`config.mk`:
```
export PLATFORM = sky130hd
export DESIGN_NAME = vga_timing
export DESIGN_NICKNAME = d
export VERILOG_FILES = /design/src/rtl/vga_timing.sv
export SDC_FILE = /design/constraint.sdc
export NUM_CORES = 1
export LEC_CHECK = 0
export BUFFER_PORTS_ARGS = -buffer_cell sky130_fd_sc_hd__buf_2
export CAP_MARGIN = 10
export CORE_MARGIN = 2
export CORE_UTILIZATION = 55
export CTS_BUF_LIST = sky130_fd_sc_hd__clkbuf_4 sky130_fd_sc_hd__clkbuf_8
export CTS_CLUSTER_DIAMETER = 50
export DETAILED_ROUTE_END_ITERATION = 8
export GPL_TIMING_DRIVEN = 0
export PLACE_DENSITY_LB_ADDON = 0.08
export SYNTH_ARGS = -nofsm -noshare
export SYNTH_HDL_FRONTEND = slang
export SYNTH_SLANG_ARGS = --single-unit
```
`constraint.sdc`:
```
create_clock -name CLOCK_50 -period 2.3 [get_ports CLOCK_50]
set_input_delay 0.115 -clock CLOCK_50 [delete_from_list [all_inputs] [get_ports CLOCK_50]]
set_output_delay 0.115 -clock CLOCK_50 [all_outputs]
set_load 0.03 [all_outputs]
```
`src/rtl/vga_timing.sv`:
```
// rtl/vga_timing.sv - VGA raster timing generator with 25 MHz pixel enable derived from CLOCK_50
module vga_timing #(
  parameter int H_SYNC = 96,
  parameter int H_BP   = 48,
  parameter int H_ACT  = 640,
  parameter int H_FP   = 16,
  parameter int V_SYNC = 2,
  parameter int V_BP   = 33,
  parameter int V_ACT  = 480,
  parameter int V_FP   = 10
) (
  input  logic        CLOCK_50,
  input  logic        reset,
  output logic [9:0]  VGA_X,
  output logic [9:0]  VGA_Y,
  output logic        VGA_HS,
  output logic        VGA_VS,
  output logic        VGA_BLANK_N,
  output logic        VGA_SYNC_N,
  output logic        VGA_CLK,
  output logic        video_on,
  output logic        frame_tick,
  output logic [15:0] frame_count
);

  localparam int H_TOTAL = H_SYNC + H_BP + H_ACT + H_FP;
  localparam int V_TOTAL = V_SYNC + V_BP + V_ACT + V_FP;

  // All boundaries are pre-sized to the 10-bit counter width so every
  // comparison below is a plain 10-bit compare.
  localparam logic [9:0] H_LAST      = 10'(H_TOTAL - 1);
  localparam logic [9:0] V_LAST      = 10'(V_TOTAL - 1);
  localparam logic [9:0] H_SYNC_END  = 10'(H_SYNC);
  localparam logic [9:0] V_SYNC_END  = 10'(V_SYNC);
  localparam logic [9:0] H_VIS_START = 10'(H_SYNC + H_BP);
  localparam logic [9:0] H_VIS_END   = 10'(H_SYNC + H_BP + H_ACT);
  localparam logic [9:0] V_VIS_START = 10'(V_SYNC + V_BP);
  localparam logic [9:0] V_VIS_END   = 10'(V_SYNC + V_BP + V_ACT);

  logic d;
  logic pix_en;
  logic x_wrap;
  logic y_wrap;
  logic h_vis;
  logic v_vis;

  // Pixel enable is the divider high phase, so counters move as VGA_CLK falls
  // and each pixel coordinate is held for two CLOCK_50 cycles.
  assign pix_en = d;
  assign x_wrap = (VGA_X == H_LAST);
  assign y_wrap = (VGA_Y == V_LAST);

  // Divide-by-two divider producing the DAC pixel clock
  always_ff @(posedge CLOCK_50 or posedge reset) begin
    if (reset) d <= 1'b0;
    else       d <= ~d;
  end

  // Horizontal and vertical raster counters, vertical steps on horizontal wrap
  always_ff @(posedge CLOCK_50 or posedge reset) begin
    if (reset) begin
      VGA_X <= '0;
      VGA_Y <= '0;
    end else if (pix_en) begin
      if (x_wrap) begin
        VGA_X <= '0;
        VGA_Y <= y_wrap ? 10'd0 : VGA_Y + 10'd1;
      end else begin
        VGA_X <= VGA_X + 10'd1;
      end
    end
  end

  // Frame pulse and frame counter, both on the edge that returns the raster to (0,0)
  always_ff @(posedge CLOCK_50 or posedge reset) begin
    if (reset) begin
      frame_tick  <= 1'b0;
      frame_count <= '0;
    end else begin
      frame_tick <= pix_en && x_wrap && y_wrap;
      if (pix_en && x_wrap && y_wrap) frame_count <= frame_count + 16'd1;
    end
  end

  // Zero-latency decode of syncs and the visible window from the counter registers
  always_comb begin
    h_vis       = (VGA_X >= H_VIS_START) && (VGA_X < H_VIS_END);
    v_vis       = (VGA_Y >= V_VIS_START) && (VGA_Y < V_VIS_END);
    VGA_HS      = (VGA_X >= H_SYNC_END);
    VGA_VS      = (VGA_Y >= V_SYNC_END);
    VGA_BLANK_N = h_vis && v_vis;
    video_on    = h_vis && v_vis;
    VGA_SYNC_N  = 1'b0;
    VGA_CLK     = d;
  end

endmodule

```
==> summary.md <==
| Metric | Value |
|---|---|
| Tot Pwr | `1060 uW` |
| H-Tree Depth | `2` |
| Distinct cell type count after synthesis | `37` |
| Clk pin slew, worst setup/hold paths | `0.11 ns` |
| Max_slew headroom | `59.7%` |
| Gpl congestion | `0.802` |
| # clock sinks | `38` |
| Met2 wire length | `1700 um` |
| Ports | `45` |
| Yosys top cell area share | `49.9%` |
| Min Tclk post-route | `2.27 ns` |
| Max incr delay on CP | `0.42 ns` |
| Leakage | `0.00122 uW` |
| Fin. Hold Viols | `0` |
| Drt pass-1 iters | `4` |
| CP max stage cell | `or4_4` |
| Worst skew pair latency | `0.35 ns` |
| First-pass GRT wire length | `6400 um` |
| Pin count of the biggest net entering global routing | `26` |
| Initial antenna violation count | `0` |
| Most frequent CP cell | `buf_4` |
| Routed Antenna Nets | `0` |
| Layout Utilization | `69.9%` |
| Clock Skew | `0.0105 ns` |
| Critical path class | `flip-flop to output pin` |
| Commonest cells after routing, fill and taps aside | `42 x buf_2, 36 x dfrtp_1, 22 x xnor2_1` |
| Pwr dens | `455 nW/um2` |
| Max Slew Vio Count | `0` |
| Via count | `1,471` |
| YS warnings | `0` |
| F_max | `0.440 GHz` |
| Wire length on met1 | `1730 um` |
| CTS root buf | `clkbuf_4` |
| Most common cell after layout, fill and taps aside | `buf_2` |
| RSZ-0062 raised after global routing | `yes` |
| Horiz. Die Dim | `62.9 um` |
| Critical path peak fanout | `3` |
| DP HPWL | `2600 um` |
| Die height | `62.9 um` |
| Met3 WL | `166 um` |
| Initial drt markers | `42` |
| Synth top area cells | `dfrtp_1 50%, xnor2_1 10%, ha_1 3.9%` |
| Cts bufs inserted | `5` |
| Crit path required time | `2.18 ns` |
| Layout cells sized above 1 | `31.1%` |
| Drt drc | `0` |
| Maximum vdd drop | `0.000310 V` |
| Synth Register Bits | `38` |
| Seq/Total Area, Yosys | `49.9%` |
| Area Growth Syn to Fin | `22.4%` |
| Vias in the first global route | `1,376` |
| Mapped Avg Cell Area | `10.7 um2` |
| Gr ovfl total | `0` |
| CTS tree | `built` |
| CP cell instances | `ha_2 -> or4_4 -> nor2_1 -> a31oi_2 -> a311oi_2 -> buf_4 -> buf_4` |
| Max-cap viol count | `0` |
| N_diodes | `0` |
| Arrival @ worst endpoint | `2.16 ns` |
| Net Count, Synth | `187` |
| GRT Overall Usage | `20.7%` |
| Hold Crit Class | `input pin to asynchronous set/reset pin` |
| Total Routed Length | `3650 um` |
| Fin crit share | `98.8%` |
| Avg Vias per Cell | `5.23` |
| Outcome | `completed` |
| Critical path capture point type | `output pin` |
| Max layer used | `met4` |
| Port Buffer Count | `43` |
| Area of the mapped netlist | `1910 um2` |
| Post-Syn Instances | `179` |
| Initial Utilization | `57.1%` |
| Synth area leader | `dfrtp_1` |
| Avg WL per Cell | `13.0 um` |
| Row count | `21` |
| CTS Buffer Depth | `2` |
| Die area | `3950 um2` |
| Setup-failing EPs final | `0` |
| Worst-margin pin slew | `0.603 ns` |
| Worst setup SP type | `flip-flop` |
| Core Region | `3340 um2` |
| Nets | `242` |
## worst max-delay path, delay by kind of cell, from the launching register on
family | cells | cell delay (ns)
and+or+nand+nor | 2 | 0.55
buffers and inverters | 2 | 0.29
adders and majority gates | 1 | 0.20
DFF | 1 | 0.40
AOI/OAI and AO/OA | 2 | 0.36
## sequential cells by signal, indices dropped and copies added (netlist names)
register / count
VGA_X: 10
frame_tick: 1
VGA_Y: 10
frame_count: 16
VGA_CLK: 1
## cell usage after synthesis (all sizes together)
master  number
or3b         1
nand2b       1
a21oi        2
a2111o       1
o21a         1
nand4        9
conb         1
inv          8
buf          3
and4         3
clkbuf       2
mux2i        2
nand4b       2
o211ai       1
or3          4
nor2        16
xnor2       22
a311oi       1
a31oi        1
nor3         4
or2          1
ha           6
and4b        2
o21ai        4
xor2         7
mux2         1
nand3       12
or4          2
and3b        1
nand2       15
and3         5
dfrtp       38
## cell families after synthesis
| kind of cell | after synthesis | synth area share (%) |
|---|---|---|
| mux | 3 | 1.64 |
| buf+inv | 13 | 3.35 |
| other cells | 1 | 0.197 |
| fa+ha+maj | 6 | 3.94 |
| flops | 38 | 49.9 |
| compound gates | 11 | 3.74 |
| simple gates | 78 | 24.0 |
| xor+xnor | 29 | 13.3 |
## stage by stage
stage	instance area, um2	worst slack, ns	instances	setup TNS, ns	hold slack (ns)
final	2330	0.0275	281	0	0.364
after CTS	2310	0.00114	280	0	0.368
after global routing	2330	-0.123	281	-0.170	0.400
after detailed placement	2210	0.177	269	0	0.208
after floorplan	1910	0.000116	179	0	0.307
after global placement	2190	0.230	268	0	0.456
## final timing paths
check | startpoint | to | slack, ns | cells past startpoint
setup reg to reg | VGA_Y[0]$_DFFE_PP0P_ | frame_count[7]$_DFFE_PP0P_ | 0.21 | 7
setup / recovery | VGA_Y[0]$_DFFE_PP0P_ | video_on | 0.03 | 7
hold / removal | reset | VGA_Y[0]$_DFFE_PP0P_ | 0.36 | 3
min in group CLOCK_50 | frame_count[15]$_DFFE_PP0P_ | frame_count[15]$_DFFE_PP0P_ | 0.47 | 1
max in group asynchronous | reset | VGA_Y[2]$_DFFE_PP0P_ | 1.39 | 4
hold reg to reg | frame_count[15]$_DFFE_PP0P_ | frame_count[15]$_DFFE_PP0P_ | 0.47 | 1
## layout make-up
class | instances | area (um2)
timing repair buffer | 48 | 278
multi-input combinational | 128 | 917
sequential | 38 | 953
buffer | 5 | 33.8
inverter | 8 | 30.0
clock buffer | 7 | 58.8
fill | 274 | 1000
clock inverter | 1 | 5.00
tap | 46 | 57.6
## report_power, final
| group | leakage, uW | switching, uW | total (uW) | internal, uW |
|---|---|---|---|---|
| combinational | 0.000667 | 16.2 | 23.9 | 7.67 |
| clock | 0.0000387 | 211 | 371 | 160 |
| sequential | 0.000513 | 0 | 668 | 668 |
## per-layer routing
layer / global-route usage, % / vias up
li1: - / 723
met3: 5.59 / 7
met5: 0 / -
met4: 7.50 / 0
met2: 32.2 / 34
met1: 28.0 / 707
## repair_timing
item / 4_1_cts / 5_1_grt
hold buffers: 1 / 0
setup endpoints to repair: 2 / 5
endpoints found under the hold margin: 13 / 0
pin swaps: 1 / 0
buffers inserted: 2 / 1
resized for setup: 5 / 2
No activity file was read; power rests on OpenSTA's default activity.
